<file path="config.mk">
export PLATFORM = sky130hd
export DESIGN_NAME = led_pattern_ctrl
export DESIGN_NICKNAME = d
export VERILOG_FILES = /design/src/rtl/led_ctrl_pkg.sv /design/src/rtl/led_step_gen.sv /design/src/rtl/led_pattern_ctrl.sv
export SDC_FILE = /design/constraint.sdc
export NUM_CORES = 1
export LEC_CHECK = 0
export CORE_UTILIZATION = 51
export CTS_CLUSTER_SIZE = 10
export DETAILED_ROUTE_END_ITERATION = 7
export PLACE_DENSITY = 0.76
export SYNTH_ARGS = -nofsm -noshare
export SYNTH_HDL_FRONTEND = slang
export SYNTH_SLANG_ARGS = --single-unit
</file>
<file path="constraint.sdc">
create_clock -name clk -period 1.96 [get_ports clk]
set_input_delay 0.294 -clock clk [delete_from_list [all_inputs] [get_ports clk]]
set_output_delay 0.294 -clock clk [all_outputs]
set_load 0.02 [all_outputs]
</file>
<file path="src/rtl/led_ctrl_pkg.sv">
// Shared encodings for the LED pattern sequencer: pattern modes, FSM states
// and command field widths.
package led_ctrl_pkg;

    localparam int MODE_W  = 3;
    localparam int SPEED_W = 4;

    typedef enum logic [MODE_W-1:0] {
        MODE_OFF    = 3'd0,
        MODE_LEFT   = 3'd1,
        MODE_RIGHT  = 3'd2,
        MODE_BOUNCE = 3'd3,
        MODE_BLINK  = 3'd4,
        MODE_FILL   = 3'd5
    } mode_e;

    typedef enum logic [1:0] {
        S_OFF  = 2'd0,
        S_LOAD = 2'd1,
        S_RUN  = 2'd2
    } state_e;

    // True for modes that actually step; OFF and the reserved codes 6/7 do not.
    function automatic logic mode_runs(input logic [MODE_W-1:0] m);
        return (m >= MODE_LEFT) && (m <= MODE_FILL);
    endfunction

endpackage

</file>
<file path="src/rtl/led_step_gen.sv">
// Two-stage prescaler: a base tick every TICK_DIV cycles, and a step event
// every (speed+1) base ticks. The step output is decoded from the counters so
// the parent can update its registers on the very edge the step lands.
module led_step_gen
    import led_ctrl_pkg::*;
#(
    parameter int TICK_DIV = 50000
) (
    input  logic               clk,
    input  logic               rst_n,
    input  logic               clear,
    input  logic               enable,
    input  logic [SPEED_W-1:0] speed,
    output logic               step
);

    localparam int TICK_W = (TICK_DIV > 2) ? $clog2(TICK_DIV) : 1;

    logic [TICK_W-1:0]  tick_cnt_q, tick_cnt_d;
    logic [SPEED_W-1:0] div_cnt_q, div_cnt_d;
    logic               tick_wrap;

    assign tick_wrap = enable && (tick_cnt_q == TICK_W'(TICK_DIV - 1));
    assign step      = tick_wrap && (div_cnt_q == speed);

    // Next-state for both counters; clear has priority over counting.
    always_comb begin
        tick_cnt_d = tick_cnt_q;
        div_cnt_d  = div_cnt_q;
        if (clear) begin
            tick_cnt_d = '0;
            div_cnt_d  = '0;
        end else if (enable) begin
            if (tick_wrap) begin
                tick_cnt_d = '0;
                div_cnt_d  = (div_cnt_q == speed) ? '0 : div_cnt_q + SPEED_W'(1);
            end else begin
                tick_cnt_d = tick_cnt_q + TICK_W'(1);
            end
        end
    end

    // Counter registers.
    always_ff @(posedge clk or negedge rst_n) begin
        if (!rst_n) begin
            tick_cnt_q <= '0;
            div_cnt_q  <= '0;
        end else begin
            tick_cnt_q <= tick_cnt_d;
            div_cnt_q  <= div_cnt_d;
        end
    end

endmodule

</file>
<file path="src/rtl/led_pattern_ctrl.sv">
// LED bank sequencer: accepts mode/speed commands over valid/ready, reloads
// the selected pattern through a one-cycle LOAD state, then advances it on
// each step event from the prescaler.
module led_pattern_ctrl
    import led_ctrl_pkg::*;
#(
    parameter int WIDTH    = 16,
    parameter int TICK_DIV = 50000
) (
    input  logic               clk,
    input  logic               rst_n,
    input  logic               cmd_valid,
    output logic               cmd_ready,
    input  logic [MODE_W-1:0]  cmd_mode,
    input  logic [SPEED_W-1:0] cmd_speed,
    output logic [WIDTH-1:0]   ledout,
    output logic [MODE_W-1:0]  cur_mode,
    output logic               step_pulse
);

    state_e              state_q, state_d;
    logic [MODE_W-1:0]   mode_q, mode_d;        // raw mode captured at accept
    logic [SPEED_W-1:0]  speed_q, speed_d;
    mode_e               cur_mode_q, cur_mode_d;
    logic [WIDTH-1:0]    pat_q, pat_d;
    logic                dir_right_q, dir_right_d;
    logic                pulse_q, pulse_d;
    logic                accept;
    logic                step;

    function automatic logic [WIDTH-1:0] init_pattern(input logic [MODE_W-1:0] m);
        case (m)
            MODE_LEFT, MODE_BOUNCE, MODE_FILL: return WIDTH'(1);
            MODE_RIGHT:                        return {1'b1, {(WIDTH-1){1'b0}}};
            MODE_BLINK:                        return '1;
            default:                           return '0;
        endcase
    endfunction

    assign cmd_ready  = (state_q != S_LOAD);
    assign accept     = cmd_valid && cmd_ready;
    assign ledout     = pat_q;
    assign cur_mode   = cur_mode_q;
    assign step_pulse = pulse_q;

    led_step_gen #(
        .TICK_DIV (TICK_DIV)
    ) u_step_gen (
        .clk    (clk),
        .rst_n  (rst_n),
        .clear  (state_q != S_RUN),
        .enable (state_q == S_RUN),
        .speed  (speed_q),
        .step   (step)
    );

    // FSM next-state, command capture and pattern stepping. An accept always
    // wins over a coincident step, which is then dropped.
    always_comb begin
        state_d     = state_q;
        mode_d      = mode_q;
        speed_d     = speed_q;
        cur_mode_d  = cur_mode_q;
        pat_d       = pat_q;
        dir_right_d = dir_right_q;
        pulse_d     = 1'b0;

        case (state_q)
            S_LOAD: begin
                pat_d       = init_pattern(mode_q);
                dir_right_d = 1'b0;
                if (mode_runs(mode_q)) begin
                    cur_mode_d = mode_e'(mode_q);
                    state_d    = S_RUN;
                end else begin
                    cur_mode_d = MODE_OFF;
                    state_d    = S_OFF;
                end
            end
            S_RUN: begin
                if (step && !accept) begin
                    pulse_d = 1'b1;
                    case (cur_mode_q)
                        MODE_LEFT:  pat_d = {pat_q[WIDTH-2:0], pat_q[WIDTH-1]};
                        MODE_RIGHT: pat_d = {pat_q[0], pat_q[WIDTH-1:1]};
                        MODE_BOUNCE: begin
                            if (!dir_right_q && pat_q[WIDTH-1]) begin
                                pat_d       = pat_q >> 1;
                                dir_right_d = 1'b1;
                            end else if (dir_right_q && pat_q[0]) begin
                                pat_d       = pat_q << 1;
                                dir_right_d = 1'b0;
                            end else if (dir_right_q) begin
                                pat_d = pat_q >> 1;
                            end else begin
                                pat_d = pat_q << 1;
                            end
                        end
                        MODE_BLINK: pat_d = ~pat_q;
                        MODE_FILL:  pat_d = (&pat_q) ? WIDTH'(1)
                                                     : ((pat_q << 1) | WIDTH'(1));
                        default:    pat_d = '0;
                    endcase
                end
            end
            default: ;
        endcase

        if (accept) begin
            mode_d  = cmd_mode;
            speed_d = cmd_speed;
            state_d = S_LOAD;
        end
    end

    // State, pattern and output registers.
    always_ff @(posedge clk or negedge rst_n) begin
        if (!rst_n) begin
            state_q     <= S_OFF;
            mode_q      <= '0;
            speed_q     <= '0;
            cur_mode_q  <= MODE_OFF;
            pat_q       <= '0;
            dir_right_q <= 1'b0;
            pulse_q     <= 1'b0;
        end else begin
            state_q     <= state_d;
            mode_q      <= mode_d;
            speed_q     <= speed_d;
            cur_mode_q  <= cur_mode_d;
            pat_q       <= pat_d;
            dir_right_q <= dir_right_d;
            pulse_q     <= pulse_d;
        end
    end

endmodule

</file>
==> results of run 1 <==
==> kinds of logic after synthesis <==
group,after synthesis,share of synthesized area
xor+xnor,18,0.0528
simple gates,114,0.220
flops,50,0.419
mux,10,0.0373
buf+inv,35,0.0561
fa+ha+maj,2,0.00837
compound gates,85,0.206
==> path summary, 6_finish.rpt <==
check                                                      to                               start  cells after the start  slack (ns)
max reg2reg                             ledout[0]$_DFFE_PN0P_  u_step_gen.tick_cnt_q[1]$_DFF_PN0_                      8       -0.02
min                                   cur_mode[0]$_DFFE_PN0P_                               rst_n                      2        0.50
max                                     ledout[0]$_DFFE_PN0P_  u_step_gen.tick_cnt_q[1]$_DFF_PN0_                      8       -0.02
min in group clk           u_step_gen.tick_cnt_q[0]$_DFF_PN0_  u_step_gen.tick_cnt_q[0]$_DFF_PN0_                      2        0.54
min reg2reg                u_step_gen.tick_cnt_q[0]$_DFF_PN0_  u_step_gen.tick_cnt_q[0]$_DFF_PN0_                      2        0.54
max in group asynchronous  u_step_gen.tick_cnt_q[9]$_DFF_PN0_                               rst_n                      3        0.91
==> cells in the mapped netlist (2+ instances only) <==
cell type / n
sky130_fd_sc_hd__a311oi_1: 12
sky130_fd_sc_hd__clkbuf_1: 10
sky130_fd_sc_hd__nor2_1: 43
sky130_fd_sc_hd__or3_1: 2
sky130_fd_sc_hd__xnor2_1: 6
sky130_fd_sc_hd__a21o_1: 3
sky130_fd_sc_hd__a21oi_1: 21
sky130_fd_sc_hd__o21ai_0: 13
sky130_fd_sc_hd__nand3b_1: 2
sky130_fd_sc_hd__buf_2: 2
sky130_fd_sc_hd__o32ai_1: 3
sky130_fd_sc_hd__xor2_1: 12
sky130_fd_sc_hd__nand4_1: 6
sky130_fd_sc_hd__or3b_2: 2
sky130_fd_sc_hd__nor3b_1: 4
sky130_fd_sc_hd__and4_1: 2
sky130_fd_sc_hd__o22a_1: 15
sky130_fd_sc_hd__ha_1: 2
sky130_fd_sc_hd__dfrtp_1: 50
sky130_fd_sc_hd__nor4b_4: 2
sky130_fd_sc_hd__inv_1: 17
sky130_fd_sc_hd__nor3_1: 2
sky130_fd_sc_hd__nand2b_1: 6
sky130_fd_sc_hd__and3_1: 8
sky130_fd_sc_hd__and4bb_2: 2
sky130_fd_sc_hd__nand3_1: 10
sky130_fd_sc_hd__o31ai_1: 12
sky130_fd_sc_hd__buf_6: 3
sky130_fd_sc_hd__mux2_2: 9
sky130_fd_sc_hd__nor2b_1: 8
sky130_fd_sc_hd__a22o_1: 2
sky130_fd_sc_hd__nand2_1: 10
==> worst register-to-register path, stage by stage (launching register included) <==
cell and delay [ns]:
sky130_fd_sc_hd__dfrtp_1 0.37, sky130_fd_sc_hd__ha_2 0.20, sky130_fd_sc_hd__and3_4 0.21, sky130_fd_sc_hd__nand4_4 0.11, sky130_fd_sc_hd__buf_6 0.15, sky130_fd_sc_hd__nor4b_4 0.21
sky130_fd_sc_hd__buf_6 0.17, sky130_fd_sc_hd__or2_4 0.15, sky130_fd_sc_hd__mux2_4 0.31
==> power by group through the flow <==
stage	Sequential [mW]	Clock, mW	Combinational (mW)
3_5_place_dp	1.56	0	3.07
6_report	1.57	0.731	3.31
2_1_floorplan	1.90	0	1.47
3_3_place_gp	1.55	0	2.99
5_1_grt	1.60	0.788	3.55
4_1_cts	1.55	0.745	3.20
==> registers in the layout, indices dropped and copies added (netlist names) <==
name	cells
ledout	16
u_step_gen.div_cnt_q	4
state_q	2
u_step_gen.tick_cnt_q	16
cur_mode	3
step_pulse	1
mode_q	3
dir_right_q	1
speed_q	4
==> stage by stage <==
stage          total power [mW]  hold WS, ns  utilization  setup TNS [ns]
2_1_floorplan              3.37     -0.00159            -         -0.0213
3_3_place_gp               4.54        0.300        0.653           -1.17
3_5_place_dp               4.63        0.310        0.653           -1.58
4_1_cts                    5.49        0.516        0.697         -0.0317
5_1_grt                    5.94        0.545        0.714          -0.630
6_report                   5.61        0.496        0.714         -0.0152
==> metal layers <==
metal	wire [um]	track usage
met1	3410	0.339
met2	4030	0.453
met3	340	0.0477
met4	96	0.0815
met5	0	0
==> final cells by class <==
| class | instances | area share |
|---|---|---|
| inverters | 18 | 0.0170 |
| flip-flops and latches | 50 | 0.314 |
| clock buffers | 6 | 0.0182 |
| multi-input cells | 230 | 0.417 |
| repair buffers | 87 | 0.201 |
| clock inverters | 2 | 0.00943 |
| well taps | 72 | 0.0226 |
==> what timing repair did <==
item / in CTS / in global routing
hold buffers: 1 / 0
resized for setup: 9 / 15
setup buffers: 8 / 4
cloned: 2 / 0
pin swaps: 8 / 17
endpoints found under the hold margin: 22 / 0
setup endpoints to repair: 17 / 21
==> results.md, run 1 <==
* Result of the run: finished with violations
* Violated checks: setup timing
* Switching part of the total at 0.418
* Critical path, cell by cell: ha_2, and3_4, nand4_4, buf_6, nor4b_4, buf_6, or2_4, mux2_4
* Insertion delay to the later sink of the worst-skew pair at about 0.31 ns
* Slowest stage delay, CP at approximately 0.37 ns
* Avg Cell Area, Syn at 9.52 um2
* Worst endpoint required time at 2.16 ns
* Class of the worst hold path: input port to async pin
* Total placed instance area at 3640 um2
* Arrival time of data at the critical path endpoint at between 2 and 2.5 ns
* Power share of the clock group at 0.130
* Count of H-tree levels built during CTS at 2
* CP max stage cell: sky130_fd_sc_hd__dfrtp_1
* Portion of the clock cycle consumed by the worst path in the final layout at 1.01
* Prevailing post-synth register cell: sky130_fd_sc_hd__dfrtp_1
* GRT Residual Overflow at 0
* Number of antenna-violating nets in the routed design at 0
* Instance count after placement with tap cells included at 443
* Category of the most critical setup path: register to register
* Kind of cell adding the most delay to the critical path: simple AND/OR/NAND/NOR gates
* Routed vias/inst at approximately 5.8
* Global-route wire length before repair at 12,700 um
* Worst slew margin at 0.631
* Endpoint class of the critical path: register
* DIE AREA at 6170 um2
* RSZ-0062 raised after global routing: true
* Non-Filler Instances at between 400 and 500
* Post-synthesis sequential area ratio at 0.419
* Highest-count cells in the layout ignoring fill and taps: sky130_fd_sc_hd__dfrtp_1, sky130_fd_sc_hd__buf_4, sky130_fd_sc_hd__nor2_1, sky130_fd_sc_hd__clkdlybuf4s50_1, sky130_fd_sc_hd__a21oi_1
* Number of CTS-inserted buffers at 5
* Flip-flop and latch area at around 1300 um2
* Total of warnings raised by yosys at 0
* Fraction of layout cells with a size suffix above 1 at 0.247
* MaxCap Viol Count at 0
* Startpoint types: register
* Number of failing hold endpoints at the final stage at 0
* IR Drop Worst-Case VDD at 0.765 mV
* Sum of routed wire length over all layers at 7880 um
* Number of instances in the synthesized netlist at around 310
* Combined area of the multi-input logic cells at 1660 um2
* Max Slew Vio Count at 0
* Post-synth EDFFs at 0
* Die Wd at slightly below 80 um
* Share of the synthesized area in the top cell type at 0.419
* Count of distinct cell types in the synthesized netlist at 45
* Tot GR Track Use at 0.265
* Number of buffers and inverters on the critical path at 2
* Slew at the pin closest to its max-slew limit at 0.553 ns
* Synthesis-stage register bit count at 50
* Synthesized net count at 326
* Most frequent standard cell in the layout excluding fill and tap cells: sky130_fd_sc_hd__dfrtp_1
* Post-route worst setup slack at -0.0152 ns
* Relative contribution of sequential cells to total power at 0.279
* GPL Wtd Cong at 0.847
* Leakage power total at 1.76 nW
* Cell chosen for the clock root: sky130_fd_sc_hd__clkbuf_8
* Detailed Place HPWL at 4980 um
* Setup slack after placement at -0.118 ns
* Number of DRC violations after detailed routing at 0
* WL per Instance at roughly 17 um
* Cell internal power dissipation at approximately 3.3 mW
* DIE HEIGHT at approximately 79 um
* 1st-iter DRT viols at 289
* Floorplan row count at 27
* # nets final at slightly above 400
* Top cell by count, worst path: sky130_fd_sc_hd__buf_6
* Count of pins on the block boundary at 31
* Post-route minimum period at 1.98 ns
* # fillers at 421
* Maximum number of pins on one net before global-route repair at 29
* Final design area excluding fillers at 3980 um2
* Antenna violations before repair at 0
* Area added between synthesis and finish at 33.3%
* Clock Skews at 0.0107 ns
* Cell Pwr Density at 1410 nW/um2
* Cell type with the largest total area after synthesis: sky130_fd_sc_hd__dfrtp_1
* Routed vias at around 2,700
* Biggest area contributors in the synthesized netlist: sky130_fd_sc_hd__dfrtp_1, sky130_fd_sc_hd__nor2_1, sky130_fd_sc_hd__o22a_1, sky130_fd_sc_hd__a21oi_1, sky130_fd_sc_hd__a311oi_1
* CTS clock-pin slew for the worst setup and hold paths at roughly 0.10 ns
* Clock tree buffer depth at 2
* Antenna diode instance count at 0
* Switching Power at between 2 and 2.5 mW
* Comb pwr share at 0.591
* Clock tree from TritonCTS: done
* TritonCTS Sinks at 50
* Maximum net fanout on the critical path at 5
* DRT Pass-1 Iters at 4
* Share of async-settable or async-resettable flops after synthesis at 1.00
* # port buffers at 30
* Core region area at about 5600 um2
* Initial standard-cell utilization of the core at 0.536
* Number of global-route vias before repair at 2,656
* Achievable Freq at 0.506 GHz
* Number of setup violations in the final report at 1
* Synthesized cell area at 2990 um2
Note: power is estimated with default switching activity, not from simulation.
==> run 2, diff against run 1 <==
--- a/config.mk
+++ b/config.mk
@@ -5,10 +5,11 @@
 export SDC_FILE = /design/constraint.sdc
 export NUM_CORES = 1
 export LEC_CHECK = 0
-export CORE_UTILIZATION = 51
+export CORE_UTILIZATION = 53
+export CTS_BUF_LIST = sky130_fd_sc_hd__clkbuf_4
 export CTS_CLUSTER_SIZE = 10
 export DETAILED_ROUTE_END_ITERATION = 7
-export PLACE_DENSITY = 0.76
+export PLACE_DENSITY = 0.78
 export SYNTH_ARGS = -nofsm -noshare
 export SYNTH_HDL_FRONTEND = slang
 export SYNTH_SLANG_ARGS = --single-unit
==> run 2 against run 1 <==
Compared with the run above: the flow still finishes with violations (setup timing); power fell by 6.5%; clock power shrank 35%; clock-buffer cell count unchanged; global-route usage rose by 1.2 points; clock skew up 0.0071 ns; sequential cell count is the same; wire length decreased by 2.9%; critical endpoint unchanged; largest cell class unchanged.
==> results.md, run 2 (synthesis gave the netlist of run 1 again) <==
* Max Slew Vio Count at 0
* Startpoint types: register
* Maximum number of pins on one net before global-route repair at 29
* Clock tree from TritonCTS: done
* Endpoint class of the critical path: register
* Worst endpoint required time at 2.24 ns
* Count of pins on the block boundary at 31
* Result of the run: finished with violations
* Fraction of layout cells with a size suffix above 1 at 0.227
* Cell chosen for the clock root: sky130_fd_sc_hd__clkbuf_4
* Maximum net fanout on the critical path at 5
* Final core area utilization at 0.724
* RSZ-0062 raised after global routing: true
* DIE AREA at 5940 um2
* Comb pwr share at 0.610
* Number of global-route vias before repair at 2,776
* Slew at the pin closest to its max-slew limit at around 0.58 ns
* Achievable Freq at 0.500 GHz
* IR Drop Worst-Case VDD at 0.736 mV
* Most frequent standard cell in the layout excluding fill and tap cells: sky130_fd_sc_hd__dfrtp_1
* Floorplan row count at 26
* Die Wd at around 77 um
* Antenna diode instance count at 0
* Category of the most critical setup path: register to register
* Tot GR Track Use at 0.277
* # nets final at 398
* Number of CTS-inserted buffers at 5
* Number of failing hold endpoints at the final stage at 0
* Final design area excluding fillers at about 3800 um2
* Number of antenna-violating nets in the routed design at 0
* Class of the worst hold path: input port to async pin
* Highest-count cells in the layout ignoring fill and taps: sky130_fd_sc_hd__dfrtp_1, sky130_fd_sc_hd__buf_4, sky130_fd_sc_hd__nor2_1, sky130_fd_sc_hd__clkdlybuf4s50_1, sky130_fd_sc_hd__a21oi_1
* Number of setup violations in the final report at 2
* Core region area at 5270 um2
* Switching part of the total at 0.435
* Clock tree buffer depth at 2
* Total placed instance area at 3630 um2
* 1st-iter DRT viols at between 150 and 200
* Antenna violations before repair at 0
* Routed vias at 2,725
* Post-route worst setup slack at -0.0406 ns
* Switching Power at 2.28 mW
* TritonCTS Sinks at 50
* Detailed Place HPWL at 4980 um
* # port buffers at 30
* Combined area of the multi-input logic cells at 1640 um2
* Violated checks: setup timing
* GRT Residual Overflow at 0
* Arrival time of data at the critical path endpoint at 2.28 ns
* GPL Wtd Cong at 0.830
* DRT Pass-1 Iters at 4
* Setup TNS after final layout at -0.0455 ns
* DIE HEIGHT at 77.1 um
* Count of H-tree levels built during CTS at 2
* Area added between synthesis and finish at 27.7%
* Initial standard-cell utilization of the core at 0.567
* Leakage power total at 1.67 nW
* Power share of the clock group at 0.091
* Sum of routed wire length over all layers at ~7600 um
* Insertion delay to the later sink of the worst-skew pair at 0.38 ns
* Portion of the clock cycle consumed by the worst path in the final layout at 1.02
* Post-route minimum period at 2.00 ns
* Flip-flop and latch area at between 1000 and 1500 um2
* Number of DRC violations after detailed routing at 0
* Routed vias/inst at 5.96
* # fillers at 407
* Worst slew margin at 0.616
* WL per Instance at around 17 um
* Path depth of the worst reg2reg path at 8
* Cell internal power dissipation at 2.96 mW
* Cell Pwr Density at 1370 nW/um2
* MaxCap Viol Count at 0
* Global-route wire length before repair at 13,100 um
* Relative contribution of sequential cells to total power at 0.299
* Clock Skews at 0.0178 ns
* CTS clock-pin slew for the worst setup and hold paths at 0.14 ns
[run 2: worst max-delay path, stage by stage (launching register included)]
cell,delay (ns)
sky130_fd_sc_hd__dfrtp_1,0.39
sky130_fd_sc_hd__ha_2,0.19
sky130_fd_sc_hd__and3_4,0.20
sky130_fd_sc_hd__nand4_4,0.11
sky130_fd_sc_hd__buf_6,0.15
sky130_fd_sc_hd__nor4b_4,0.24
sky130_fd_sc_hd__buf_6,0.17
sky130_fd_sc_hd__or2_4,0.15
sky130_fd_sc_hd__mux2_4,0.30
[run 2: layer usage]
metal / share of wire / track usage / wire length [um]
met4: 0.016 / 0.102 / 123
met1: 0.44 / 0.357 / 3340
met3: 0.034 / 0.0393 / 261
met2: 0.51 / 0.472 / 3920
met5: 0 / 0 / 0
[run 2: final timing paths]
path	startpoint	endpoint	slack (ns)
setup / recovery	u_step_gen.tick_cnt_q[1]$_DFF_PN0_	ledout[0]$_DFFE_PN0P_	-0.04
hold / removal	rst_n	cur_mode[2]$_DFFE_PN0P_	0.42
setup reg to reg	u_step_gen.tick_cnt_q[1]$_DFF_PN0_	ledout[0]$_DFFE_PN0P_	-0.04
hold reg to reg	u_step_gen.tick_cnt_q[0]$_DFF_PN0_	u_step_gen.tick_cnt_q[0]$_DFF_PN0_	0.54
max in group asynchronous	rst_n	u_step_gen.tick_cnt_q[15]$_DFF_PN0_	0.99
min in group clk	cmd_speed[2]	speed_q[2]$_DFFE_PN0P_	0.52
[run 2: what timing repair did]
item | in CTS | in global routing
hold buffers | 1 | 0
pin swaps | 6 | 5
setup endpoints to repair | 20 | 19
hold endpoints to repair | 22 | 0
gates resized for setup | 10 | 10
cloned | 2 | 0
buffers inserted | 5 | 0
[run 2: cell type report]
cell class	instances	area share
Clock inverter	2	0.00230
Timing Repair Buffer	81	0.188
Multi-Input combinational cell	230	0.429
Inverter	18	0.0177
Sequential cell	50	0.328
Clock buffer	6	0.0118
Tap cell	70	0.0230
[run 2: power by group through the flow]
| stage | clock (mW) | sequential [mW] | combinational, mW |
|---|---|---|---|
| 6_report | 0.475 | 1.57 | 3.20 |
| 3_3_place_gp | 0 | 1.55 | 2.96 |
| 3_5_place_dp | 0 | 1.57 | 3.03 |
| 2_1_floorplan | 0 | 1.90 | 1.47 |
| 5_1_grt | 0.525 | 1.60 | 3.45 |
| 4_1_cts | 0.486 | 1.56 | 3.13 |
[run 2: stage by stage]
step	cells	setup WS [ns]	hold slack, ns	power [mW]
2_1_floorplan	314	-0.0213	-0.00159	3.37
3_3_place_gp	441	-0.0718	0.301	4.51
3_5_place_dp	441	-0.112	0.302	4.60
4_1_cts	457	-0.0290	0.425	5.17
5_1_grt	457	-0.0930	0.462	5.57
6_report	457	-0.0406	0.421	5.24
==> run 3, diff against run 2 <==
--- a/config.mk
+++ b/config.mk
@@ -5,11 +5,12 @@
 export SDC_FILE = /design/constraint.sdc
 export NUM_CORES = 1
 export LEC_CHECK = 0
-export CORE_UTILIZATION = 53
+export CORE_UTILIZATION = 60
 export CTS_BUF_LIST = sky130_fd_sc_hd__clkbuf_4
 export CTS_CLUSTER_SIZE = 10
 export DETAILED_ROUTE_END_ITERATION = 7
-export PLACE_DENSITY = 0.78
+export DONT_BUFFER_PORTS = 1
+export PLACE_DENSITY = 0.79
 export SYNTH_ARGS = -nofsm -noshare
 export SYNTH_HDL_FRONTEND = slang
 export SYNTH_SLANG_ARGS = --single-unit
==> run 3 against run 2 <==
Compared with the run above: the run still ends with setup timing left; die area fell by 11%; global-route usage rose by 2.9 points; clock skew rose by 0.0062 ns; combinational power fell by 7.8%; worst setup slack improved by 0.024 ns; fmax rose by 1.2%; via count fell by 0.22%; power fell by 3.7%; critical path depth fell by 2; highest routed layer unchanged.
==> results.md, run 3 (synthesis gave the netlist of run 1 again) <==
* Max Slew Vio Count at 0
* Number of DRC violations after detailed routing at 0
* Startpoint types: register
* Slew at the pin closest to its max-slew limit at 0.701 ns
* Number of failing hold endpoints at the final stage at 0
* Antenna diode instance count at 0
* Clock tree from TritonCTS: done
* Kind of cell adding the most delay to the critical path: simple AND/OR/NAND/NOR gates
* Insertion delay to the later sink of the worst-skew pair at approximately 0.38 ns
* Achievable Freq at slightly above 0.5 GHz
* Initial standard-cell utilization of the core at 0.628
* GPL Wtd Cong at 0.826
* Number of buffers and inverters on the critical path at 1
* Overall power after layout at 5.05 mW
* Post-route minimum period at 1.98 ns
* Worst endpoint required time at approximately 2.2 ns
* Tot GR Track Use at 0.305
* Core region area at 4750 um2
* Number of antenna-violating nets in the routed design at 0
* CP max stage cell: sky130_fd_sc_hd__or4_4
* Sum of routed wire length over all layers at 8080 um
* Category of the most critical setup path: register to register
* # port buffers at 0
* RSZ-0062 raised after global routing: true
* TritonCTS Sinks at 50
* Setup TNS after final layout at -0.0647 ns
* WL per Instance at around 19 um
* # nets final at 369
* Clock tree buffer depth at 2
* IR Drop Worst-Case VDD at 1.03 mV
* Area added between synthesis and finish at 20.6%
* Post-route worst setup slack at -0.0163 ns
* Most frequent standard cell in the layout excluding fill and tap cells: sky130_fd_sc_hd__dfrtp_1
* DRT Pass-1 Iters at 6
* Result of the run: finished with violations
* Number of CTS-inserted buffers at 5
* Die Wd at ~73 um
* 1st-iter DRT viols at 276
* Final core area utilization at 0.758
* MaxCap Viol Count at 0
* Arrival time of data at the critical path endpoint at 2.25 ns
* Cell chosen for the clock root: sky130_fd_sc_hd__clkbuf_4
* Cell Pwr Density at 1400 nW/um2
* Count of H-tree levels built during CTS at 2
* CTS clock-pin slew for the worst setup and hold paths at 0.17 ns
* Class of the worst hold path: input port to register
* Maximum number of pins on one net before global-route repair at 51
* Clock Skews at between 0.02 and 0.025 ns
* Slowest stage delay, CP at about 0.57 ns
* DIE HEIGHT at 72.6 um
* Detailed Place HPWL at about 5000 um
* Endpoint class of the critical path: register
* Fraction of layout cells with a size suffix above 1 at 0.254
* Number of setup violations in the final report at 6
* Routed vias/inst at 6.40
* Leakage power total at 1.61 nW
* Count of pins on the block boundary at 31
* Number of global-route vias before repair at 2,548
* Global-route wire length before repair at 12,200 um
* Critical path, cell by cell: nand4_1, or4_4, a32oi_2, buf_12, a21oi_1, o22a_1
* Portion of the clock cycle consumed by the worst path in the final layout at 1.01
* Floorplan row count at 25
* Maximum net fanout on the critical path at 12
* GRT Residual Overflow at 0
* Combined area of the multi-input logic cells at roughly 1700 um2
* DIE AREA at 5270 um2
* # fillers at 330
* Highest-count cells in the layout ignoring fill and taps: sky130_fd_sc_hd__dfrtp_1, sky130_fd_sc_hd__nor2_1, sky130_fd_sc_hd__buf_4, sky130_fd_sc_hd__a21oi_1, sky130_fd_sc_hd__inv_1
* Antenna violations before repair at 0
* Worst slew margin at 0.533
* Violated checks: setup timing
* Flip-flop and latch area at around 1300 um2
* Routed vias at 2,719
[run 3: final cells by class]
type / instances / area share
Multi-Input combinational cell: 230 / 0.464
Clock inverter: 3 / 0.00729
Inverter: 18 / 0.0187
Clock buffer: 5 / 0.0104
Sequential cell: 50 / 0.347
Tap cell: 67 / 0.0233
Timing Repair Buffer: 52 / 0.129
[run 3: worst paths after layout]
| path | startpoint | depth (start not counted) | endpoint | slack (ns) |
|---|---|---|---|---|
| setup reg to reg | ledout[15]$_DFFE_PN0P_ | 6 | ledout[11]$_DFFE_PN0P_ | -0.02 |
| hold / removal | cmd_speed[2] | 1 | speed_q[2]$_DFFE_PN0P_ | 0.05 |
| max in group asynchronous | rst_n | 2 | ledout[7]$_DFFE_PN0P_ | 1.29 |
| hold reg to reg | u_step_gen.tick_cnt_q[0]$_DFF_PN0_ | 2 | u_step_gen.tick_cnt_q[0]$_DFF_PN0_ | 0.55 |
| setup / recovery | ledout[15]$_DFFE_PN0P_ | 6 | ledout[11]$_DFFE_PN0P_ | -0.02 |
| min in group asynchronous | rst_n | 2 | step_pulse$_DFF_PN0_ | 0.42 |
[run 3: timing repair]
action / 4_1_cts / 5_1_grt
gates cloned: 2 / 0
setup endpoints to repair: 17 / 21
hold buffers: 3 / 0
setup buffers: 4 / 2
pin swaps: 8 / 22
hold endpoints to repair: 51 / 0
gates resized for setup: 10 / 12
[run 3: power by group]
group / internal, mW / switching [mW] / total, mW
logic: 1.21 / 1.74 / 2.95
registers: 1.33 / 0.257 / 1.59
clock network: 0.152 / 0.362 / 0.515
total: 2.69 / 2.36 / 5.05
[run 3: routing by layer]
metal,GRT usage,vias up,share of wire
li1,-,1244,-
met1,0.381,1315,0.40
met2,0.537,138,0.51
met3,0.0583,22,0.061
met4,0.0959,0,0.024
met5,0,-,0
[run 3: through the flow]
stage / setup slack (ns) / std cells / hold WS (ns) / instance area, um2
final: -0.0163 / 425 / 0.0522 / 3600
after global routing: -0.138 / 425 / 0.0208 / 3600
after CTS: -0.0412 / 423 / 0.0385 / 3530
after detailed placement: -0.136 / 406 / 0.000429 / 3320
after global placement: -0.0727 / 406 / 0.000407 / 3320
after floorplan: -0.0213 / 314 / -0.00159 / 2990
